<file path="config.mk">
export PLATFORM = sky130hd
export DESIGN_NAME = wb_present_csr_flat
export DESIGN_NICKNAME = d
export VERILOG_FILES = /design/src/rtl/wb_present_csr_pkg.sv /design/src/rtl/wb_present_csr_if.sv /design/src/rtl/wb_present_csr_timeout_ctr.sv /design/src/rtl/wb_present_csr.sv /design/src/flat_wrapper.sv
export SDC_FILE = /design/constraint.sdc
export NUM_CORES = 1
export LEC_CHECK = 0
export ABC_CLOCK_PERIOD_IN_PS = 3400
export BUFFER_PORTS_ARGS = -buffer_cell sky130_fd_sc_hd__buf_4
export CAP_MARGIN = 40
export CORE_MARGIN = 10
export CORE_UTILIZATION = 55
export CTS_CLUSTER_SIZE = 8
export DETAILED_ROUTE_END_ITERATION = 10
export PLACE_DENSITY = 0.95
export SLEW_MARGIN = 0
export SYNTH_ARGS = -nofsm -noshare
export SYNTH_HDL_FRONTEND = slang
export SYNTH_SLANG_ARGS = --single-unit
</file>
<file path="constraint.sdc">
create_clock -name clk -period 3.4 [get_ports clk]
set_clock_uncertainty 0.2 [all_clocks]
set_input_delay 0.34 -clock clk [delete_from_list [all_inputs] [get_ports clk]]
set_output_delay 0.34 -clock clk [all_outputs]
set_load 0.03 [all_outputs]
</file>
<file path="src/rtl/wb_present_csr_pkg.sv">
// Shared definitions for the PRESENT Wishbone CSR block: register map helpers,
// CTRL/STATUS bit positions and the launch FSM state type.
package present_csr_pkg;

    typedef enum logic {
        IDLE = 1'b0,
        RUN  = 1'b1
    } fsm_state_e;

    localparam int CTRL_START = 0;
    localparam int CTRL_IE    = 1;
    localparam int CTRL_CLR   = 2;

    localparam int STAT_BUSY  = 0;
    localparam int STAT_DONE  = 1;
    localparam int STAT_TOUT  = 2;
    localparam int STAT_WERR  = 3;

    // The CSR window is 64 bytes, so address bits [31:6] select it.
    localparam int WIN_LSB    = 6;

    function automatic int words_of(input int bits);
        return (bits + 31) / 32;
    endfunction

    function automatic int plain_off(input int kw);
        return kw;
    endfunction

    function automatic int result_off(input int kw, input int dw);
        return kw + dw;
    endfunction

    function automatic int ctrl_off(input int kw, input int dw);
        return kw + 2 * dw;
    endfunction

    function automatic int stat_off(input int kw, input int dw);
        return kw + 2 * dw + 1;
    endfunction

endpackage

</file>
<file path="src/rtl/wb_present_csr_if.sv">
// Wishbone slave bus bundle between the caravel WB port and the PRESENT CSR block.
interface wb_present_csr_if;

    logic        wbs_cyc_i;
    logic        wbs_stb_i;
    logic        wbs_we_i;
    logic [3:0]  wbs_sel_i;
    logic [31:0] wbs_adr_i;
    logic [31:0] wbs_dat_i;
    logic        wbs_ack_o;
    logic [31:0] wbs_dat_o;

    modport master (
        output wbs_cyc_i, wbs_stb_i, wbs_we_i, wbs_sel_i, wbs_adr_i, wbs_dat_i,
        input  wbs_ack_o, wbs_dat_o
    );

    modport slave (
        input  wbs_cyc_i, wbs_stb_i, wbs_we_i, wbs_sel_i, wbs_adr_i, wbs_dat_i,
        output wbs_ack_o, wbs_dat_o
    );

endinterface

</file>
<file path="src/rtl/wb_present_csr_timeout_ctr.sv">
// Watchdog for one cipher run: expires during the TIMEOUT_CYCLES-th enabled cycle after a clear.
module timeout_ctr #(
    parameter int TIMEOUT_CYCLES = 255
) (
    input  logic clk,
    input  logic rst,
    input  logic clear_i,
    input  logic enable_i,
    output logic expired_o
);

    localparam int CNT_W = $clog2(TIMEOUT_CYCLES + 1);

    logic [CNT_W-1:0] cnt_q, cnt_d;

    assign expired_o = enable_i && (cnt_q == CNT_W'(TIMEOUT_CYCLES - 1));

    always_comb begin
        cnt_d = cnt_q;
        if (clear_i) begin
            cnt_d = '0;
        end else if (enable_i && !expired_o) begin
            cnt_d = cnt_q + CNT_W'(1);
        end
    end

    always_ff @(posedge clk) begin
        if (rst) begin
            cnt_q <= '0;
        end else begin
            cnt_q <= cnt_d;
        end
    end

endmodule

</file>
<file path="src/rtl/wb_present_csr.sv">
// Wishbone CSR front-end for the PRESENT core: key/plaintext registers, one-shot launch,
// result capture, sticky status flags with write-1-to-clear, and a level IRQ.
module wb_present_csr
    import present_csr_pkg::*;
#(
    parameter logic [31:0] BASE_ADDRESS   = 32'h3000_0000,
    parameter int          KEY_BITS       = 80,
    parameter int          BLOCK_BITS     = 64,
    parameter int          TIMEOUT_CYCLES = 255
) (
    input  logic                  clk,
    input  logic                  rst,
    wb_present_csr_if.slave       wb,
    output logic [KEY_BITS-1:0]   key_o,
    output logic [BLOCK_BITS-1:0] block_o,
    output logic                  start_o,
    input  logic                  done_i,
    input  logic [BLOCK_BITS-1:0] result_i,
    output logic                  irq_o
);

    localparam int KEY_WORDS  = words_of(KEY_BITS);
    localparam int DATA_WORDS = words_of(BLOCK_BITS);
    localparam int OFF_PLAIN  = plain_off(KEY_WORDS);
    localparam int OFF_RESULT = result_off(KEY_WORDS, DATA_WORDS);
    localparam int OFF_CTRL   = ctrl_off(KEY_WORDS, DATA_WORDS);
    localparam int OFF_STAT   = stat_off(KEY_WORDS, DATA_WORDS);

    fsm_state_e              state_q, state_d;
    logic                    ack_q, ack_d;
    logic [31:0]             dat_q, dat_d;
    logic [KEY_BITS-1:0]     key_q, key_d;
    logic [BLOCK_BITS-1:0]   plain_q, plain_d;
    logic [BLOCK_BITS-1:0]   result_q, result_d;
    logic                    ie_q, ie_d;
    logic                    done_q, done_d;
    logic                    tout_q, tout_d;
    logic                    werr_q, werr_d;
    logic                    start_q, start_d;

    logic                    valid, acc, wr, rd, busy;
    logic                    ctrl_wr, stat_wr, start_cmd, clr_cmd, kp_wr;
    logic                    done_set, tout_set, tmr_clr, tmr_en, tmr_exp;
    logic [3:0]              word;
    logic [31:0]             rdata;
    logic [KEY_WORDS*32-1:0] key_rd, key_wr;
    logic [DATA_WORDS*32-1:0] plain_rd, plain_wr, result_rd;
    logic                    unused_adr;

    assign word       = wb.wbs_adr_i[5:2];
    assign unused_adr = ^wb.wbs_adr_i[1:0];
    assign valid      = wb.wbs_cyc_i & wb.wbs_stb_i &
                        (wb.wbs_adr_i[31:WIN_LSB] == BASE_ADDRESS[31:WIN_LSB]);
    assign acc        = valid & ~ack_q;
    assign wr         = acc & wb.wbs_we_i;
    assign rd         = acc & ~wb.wbs_we_i;
    assign busy       = (state_q == RUN);
    assign ctrl_wr    = wr & (word == 4'(OFF_CTRL)) & wb.wbs_sel_i[0];
    assign stat_wr    = wr & (word == 4'(OFF_STAT)) & wb.wbs_sel_i[0];
    assign start_cmd  = ctrl_wr & wb.wbs_dat_i[CTRL_START];
    assign clr_cmd    = ctrl_wr & wb.wbs_dat_i[CTRL_CLR];

    // Registers are viewed zero-padded to whole words, so bits past KEY_BITS/BLOCK_BITS read 0.
    always_comb begin
        key_rd                      = '0;
        key_rd[KEY_BITS-1:0]        = key_q;
        plain_rd                    = '0;
        plain_rd[BLOCK_BITS-1:0]    = plain_q;
        result_rd                   = '0;
        result_rd[BLOCK_BITS-1:0]   = result_q;
        key_wr                      = key_rd;
        plain_wr                    = plain_rd;
        kp_wr                       = 1'b0;
        rdata                       = '0;
        for (int w = 0; w < KEY_WORDS; w++) begin
            if (word == 4'(w)) begin
                rdata = key_rd[w*32 +: 32];
                if (wr) begin
                    kp_wr = 1'b1;
                    for (int b = 0; b < 4; b++) begin
                        if (wb.wbs_sel_i[b]) key_wr[w*32+b*8 +: 8] = wb.wbs_dat_i[b*8 +: 8];
                    end
                end
            end
        end
        for (int w = 0; w < DATA_WORDS; w++) begin
            if (word == 4'(OFF_PLAIN + w)) begin
                rdata = plain_rd[w*32 +: 32];
                if (wr) begin
                    kp_wr = 1'b1;
                    for (int b = 0; b < 4; b++) begin
                        if (wb.wbs_sel_i[b]) plain_wr[w*32+b*8 +: 8] = wb.wbs_dat_i[b*8 +: 8];
                    end
                end
            end
            if (word == 4'(OFF_RESULT + w)) rdata = result_rd[w*32 +: 32];
        end
        if (word == 4'(OFF_CTRL)) rdata[CTRL_IE] = ie_q;
        if (word == 4'(OFF_STAT)) begin
            rdata[STAT_BUSY] = busy;
            rdata[STAT_DONE] = done_q;
            rdata[STAT_TOUT] = tout_q;
            rdata[STAT_WERR] = werr_q;
        end
    end

    // Done takes priority over a timer expiry landing on the same cycle.
    always_comb begin
        state_d  = state_q;
        start_d  = 1'b0;
        tmr_clr  = 1'b0;
        tmr_en   = 1'b0;
        done_set = 1'b0;
        tout_set = 1'b0;
        result_d = result_q;
        unique case (state_q)
            IDLE: begin
                if (start_cmd) begin
                    state_d = RUN;
                    start_d = 1'b1;
                    tmr_clr = 1'b1;
                end
            end
            RUN: begin
                tmr_en = 1'b1;
                if (done_i) begin
                    result_d = result_i;
                    done_set = 1'b1;
                    state_d  = IDLE;
                end else if (tmr_exp) begin
                    tout_set = 1'b1;
                    state_d  = IDLE;
                end
            end
            default: state_d = IDLE;
        endcase
    end

    always_comb begin
        ack_d   = valid & ~ack_q;
        dat_d   = rd ? rdata : '0;
        key_d   = key_q;
        plain_d = plain_q;
        if (!busy) begin
            if (clr_cmd) begin
                key_d   = '0;
                plain_d = '0;
            end else if (kp_wr) begin
                key_d   = key_wr[KEY_BITS-1:0];
                plain_d = plain_wr[BLOCK_BITS-1:0];
            end
        end
        ie_d   = ctrl_wr ? wb.wbs_dat_i[CTRL_IE] : ie_q;
        done_d = (done_q & ~(stat_wr & wb.wbs_dat_i[STAT_DONE])) | done_set;
        tout_d = (tout_q & ~(stat_wr & wb.wbs_dat_i[STAT_TOUT])) | tout_set;
        werr_d = (werr_q & ~(stat_wr & wb.wbs_dat_i[STAT_WERR])) |
                 (busy & (kp_wr | start_cmd | clr_cmd));
    end

    timeout_ctr #(
        .TIMEOUT_CYCLES (TIMEOUT_CYCLES)
    ) u_timeout_ctr (
        .clk       (clk),
        .rst       (rst),
        .clear_i   (tmr_clr),
        .enable_i  (tmr_en),
        .expired_o (tmr_exp)
    );

    always_ff @(posedge clk) begin
        if (rst) begin
            state_q  <= IDLE;
            ack_q    <= 1'b0;
            dat_q    <= '0;
            key_q    <= '0;
            plain_q  <= '0;
            result_q <= '0;
            ie_q     <= 1'b0;
            done_q   <= 1'b0;
            tout_q   <= 1'b0;
            werr_q   <= 1'b0;
            start_q  <= 1'b0;
        end else begin
            state_q  <= state_d;
            ack_q    <= ack_d;
            dat_q    <= dat_d;
            key_q    <= key_d;
            plain_q  <= plain_d;
            result_q <= result_d;
            ie_q     <= ie_d;
            done_q   <= done_d;
            tout_q   <= tout_d;
            werr_q   <= werr_d;
            start_q  <= start_d;
        end
    end

    assign wb.wbs_ack_o = ack_q;
    assign wb.wbs_dat_o = dat_q;
    assign key_o        = key_q;
    assign block_o      = plain_q;
    assign start_o      = start_q;
    assign irq_o        = ie_q & (done_q | tout_q);

endmodule

</file>
<file path="src/flat_wrapper.sv">
// flat-port wrapper written by rule: the top's interface ports become plain ports
module wb_present_csr_flat import present_csr_pkg::*;
#(
    parameter logic [31:0] BASE_ADDRESS   = 32'h3000_0000,
    parameter int          KEY_BITS       = 80,
    parameter int          BLOCK_BITS     = 64,
    parameter int          TIMEOUT_CYCLES = 255
)
  (clk, rst, key_o, block_o, start_o, done_i, result_i, irq_o, wb_wbs_cyc_i, wb_wbs_stb_i, wb_wbs_we_i, wb_wbs_sel_i, wb_wbs_adr_i, wb_wbs_dat_i, wb_wbs_ack_o, wb_wbs_dat_o);
  wb_present_csr_if wb_i ();
  input  logic clk;
  input  logic rst;
  output logic [KEY_BITS-1:0] key_o;
  output logic [BLOCK_BITS-1:0] block_o;
  output logic start_o;
  input  logic done_i;
  input  logic [BLOCK_BITS-1:0] result_i;
  output logic irq_o;
  input wire logic [$bits(wb_i.wbs_cyc_i)-1:0] wb_wbs_cyc_i;
  input wire logic [$bits(wb_i.wbs_stb_i)-1:0] wb_wbs_stb_i;
  input wire logic [$bits(wb_i.wbs_we_i)-1:0] wb_wbs_we_i;
  input wire logic [$bits(wb_i.wbs_sel_i)-1:0] wb_wbs_sel_i;
  input wire logic [$bits(wb_i.wbs_adr_i)-1:0] wb_wbs_adr_i;
  input wire logic [$bits(wb_i.wbs_dat_i)-1:0] wb_wbs_dat_i;
  output wire logic [$bits(wb_i.wbs_ack_o)-1:0] wb_wbs_ack_o;
  output wire logic [$bits(wb_i.wbs_dat_o)-1:0] wb_wbs_dat_o;
  assign wb_i.wbs_cyc_i = wb_wbs_cyc_i;
  assign wb_i.wbs_stb_i = wb_wbs_stb_i;
  assign wb_i.wbs_we_i = wb_wbs_we_i;
  assign wb_i.wbs_sel_i = wb_wbs_sel_i;
  assign wb_i.wbs_adr_i = wb_wbs_adr_i;
  assign wb_i.wbs_dat_i = wb_wbs_dat_i;
  assign wb_wbs_ack_o = wb_i.wbs_ack_o;
  assign wb_wbs_dat_o = wb_i.wbs_dat_o;
  wb_present_csr #(.BASE_ADDRESS(BASE_ADDRESS), .KEY_BITS(KEY_BITS), .BLOCK_BITS(BLOCK_BITS), .TIMEOUT_CYCLES(TIMEOUT_CYCLES)) u_core (.clk(clk), .rst(rst), .wb(wb_i), .key_o(key_o), .block_o(block_o), .start_o(start_o), .done_i(done_i), .result_i(result_i), .irq_o(irq_o));
endmodule
</file>
==> impl_metrics.toml <==
[cells_and_area]
layout.area.seq_sq_mm = 0.005105
layout.filler_cells = 991
area_delta_synth_final_pct = 44.64
layout.nets = 1604
multi_input_comb_area_sq_mm = 0.004972
stdcell_area_sq_mm = 0.01491
drive_above_1_share_pct = 29.20

[setup_path]
worstPathArrival_ns = 2.84
crit_type = "in2reg"
crit_path_max_fanout = 13
required_ns = 3.65
timing.critical_path.cells = "dlygate4sd3_1 > buf_4 > nand3_1 > nand2_1 > a21oi_1 > a22o_1"
startpoint_of_the_worst_setup_timing_path = "wb_wbs_dat_i[2]"
setup.worst_path.end_class = "register"
cp_slowest_stage_delay_ns = 0.77
critical_path_source_type = "input pin"
crit_path_top_delay_cell = "sky130_fd_sc_hd__a21oi_1"
worst_r2r_startpoint = "u_core.busy"

[detailed_routing]
first_iter_violations = 1663
routed-wl-met2_mm = 21.67
drt-vias-per-instance = 6.716
antenna_violating_nets_post_route = 0
drcViolationCount = 0
detailedRoute.firstPassIterationCount = 9
drt_wl_total_mm = 45.65
wl_met1_mm = 15.43
dr_wl_met3_mm = 6.072
routed.top_layer = "met4"
routed_wire_length_per_instance_microns = 26.82
vias = 11431

[cts]
clk_transition_reported_paths_ns = 0.05
cts.repair_timing.setup_buffer_count = 0
clock-root-buffer = "sky130_fd_sc_hd__clkbuf_16"
cts_hold_buf = 97
clock_sink_count = 255
cts_buffer_count = 37
cts_tree = "built"
clkLatencyLatePin_ns = 0.52
resized_gates_after_cts = 0
htree_levels = 2
clock_tree.buffer_depth = 3

[synth]
synth_top_area_share_pct = 49.51
synthTopCellsByArea = "sky130_fd_sc_hd__dfxtp_1 (50%), sky130_fd_sc_hd__nand2_1 (7.3%), sky130_fd_sc_hd__o2bb2ai_1 (7.1%)"
synth_edf_count = 0
synth_cells = 1058
count_leader_synth = "sky130_fd_sc_hd__dfxtp_1"
synth.largest_area_cell = "sky130_fd_sc_hd__dfxtp_1"
async_set_or_reset_register_ratio_after_synthesis_pct = 0
synth-main-ff-cell = "sky130_fd_sc_hd__dfxtp_1"
synth.net_count = 1198
synth_seq_area_share_pct = 49.51
yosys_warnings = 0
synth_seq_cells = 255
synth_cell_type_count = 61
synth_common_cells = "sky130_fd_sc_hd__dfxtp_1 (255), sky130_fd_sc_hd__nand2_1 (200), sky130_fd_sc_hd__a21oi_1 (93)"
mean_cell_area_of_the_mapped_netlist_sq_um = 9.746
synthesis.area_sq_mm = 0.01031

[floorplan]
floorplan.core_area_sq_mm = 0.01858
initial_utilization_pct = 55.49
ioPinCount = 317
design.die.area_sq_mm = 0.02462
floorplan.die.height_microns = 156.9
die_width_microns = 156.9
std_cell_rows = 50

[sta]
slew_headroom_pct = 34.97
tightest_slew_ns = 0.9755
timing.final.crit_period_ns = 2.588
finalHoldViolCount = 0
max_freq_mhz = 386.3
unrepaired_setup_endpoints_after_global_routing = "no"
timing_max_transition_violations_final = 0
final.setup.tns_ns = 0
setup_viol = 0
period_share_pct = 76.13

[global_route]
number_of_global_route_vias_before_repair = 12018
gr-usage-all-layers_pct = 35.48
grt-ovfl-total = 0
antenna_violations_before_repair = 2
pin_count_of_the_biggest_net_entering_global_routing = 61
global_route_wire_length_before_repair_mm = 68.87

[job]
cap_viol_max_count = 0

[pwr]
worst_ir_drop_vdd_v = 0.0003398
power_per_cell_area_mw_per_mm2 = 454.3
leakagePower_nw = 5.882

[placement]
routabilityCongestion = 0.9551
place_area_sq_mm = 0.01293
numPortBuffers = 314
hpwl_mm = 27.79

[outcome]
outcome = "completed"

[worst_hold_path]
hold_class = "in2reg"
worstHoldStart = "wb_wbs_dat_i[8]"
==> critical path: cells and delay by family <==
kind	cells	cell delay, ns
buffers and inverters	2	0.71
AOI/OAI and AO/OA	2	1.08
and+or+nand+nor	2	0.71
==> cell families (layout without fill, tap and decap cells) <==
kind of cell | count (synthesis) | after routing | synth area share [%]
other cells | 0 | 2 | 0
xor+xnor | 5 | 5 | 0.4247
fa+ha+maj | 2 | 2 | 0.2427
flops | 255 | 255 | 49.51
compound gates | 325 | 325 | 23.30
simple gates | 346 | 346 | 16.79
mux | 52 | 52 | 6.904
buf+inv | 73 | 481 | 2.827
==> final cells by class <==
type | count | area share, %
flip-flops and latches | 255 | 34.23
clock buffers | 40 | 6.569
inverters | 2 | 0.05034
well taps | 234 | 1.963
clock inverters | 1 | 0.05872
diodes | 2 | 0.03356
repair buffers | 438 | 23.76
multi-input cells | 730 | 33.34
==> final timing paths <==
path,end,slack (ns),depth (start not counted)
worst max-delay path,u_core.key_o[54],0.81,6
worst min register to register,u_core.result_q[42],0.26,2
worst max register to register,u_core.key_o[54],0.94,5
worst min-delay path,u_core.key_o[72],0.02,4
==> power by group <==
group,internal [mW],switching (mW),leakage (nW)
Clock,2.01,1.29,0.486
Combinational,0.232,0.255,3.34
Sequential,2.99,0.000000000275,2.05
==> sequential cells by signal, indices dropped and copies added, names as in the netlist <==
register	flops
u_core.wb.wbs_dat_o	32
u_core.wb.wbs_ack_o	1
u_core.u_timeout_ctr.cnt_q	8
u_core.done_q	1
u_core.key_o	80
u_core.werr_q	1
u_core.busy	1
u_core.start_o	1
u_core.ie_q	1
u_core.result_q	64
u_core.block_o	64
u_core.tout_q	1
==> cell usage in the layout (no fill, tap or decap), drive strengths merged, types with 10 or more instances in the layout <==
cell type	instances
clkbuf	40
a31oi	13
a22oi	36
dfxtp	255
nand2b	12
o21ai	15
mux2i	34
mux4	15
dlygate4sd3	97
a32o	21
a21oi	93
a22o	33
nand2	200
a222oi	10
and2	11
buf	341
nor2	41
nand4	12
o2bb2ai	83
nand3	15
==> stage by stage <==
stage	hold slack [ns]	setup WS (ns)	util [%]	total power [mW]	instances
global route	0.05153	0.8002	80.26	6.905	1701
CTS	0.009808	0.9366	80.12	6.712	1697
floorplan	0.2312	1.195	-	3.203	1058
finish	0.01821	0.8116	80.27	6.776	1702
detailed placement	0.2485	0.6219	69.58	3.420	1559
global placement	0.2419	0.6481	69.47	3.409	1558
==> metal layers <==
layer,track usage [%],vias to the layer above
met4,19.15,0
met3,9.825,238
li1,-,4736
met5,0,-
met1,40.12,5382
met2,59.69,1075
No activity file was read; power rests on OpenSTA's default activity.
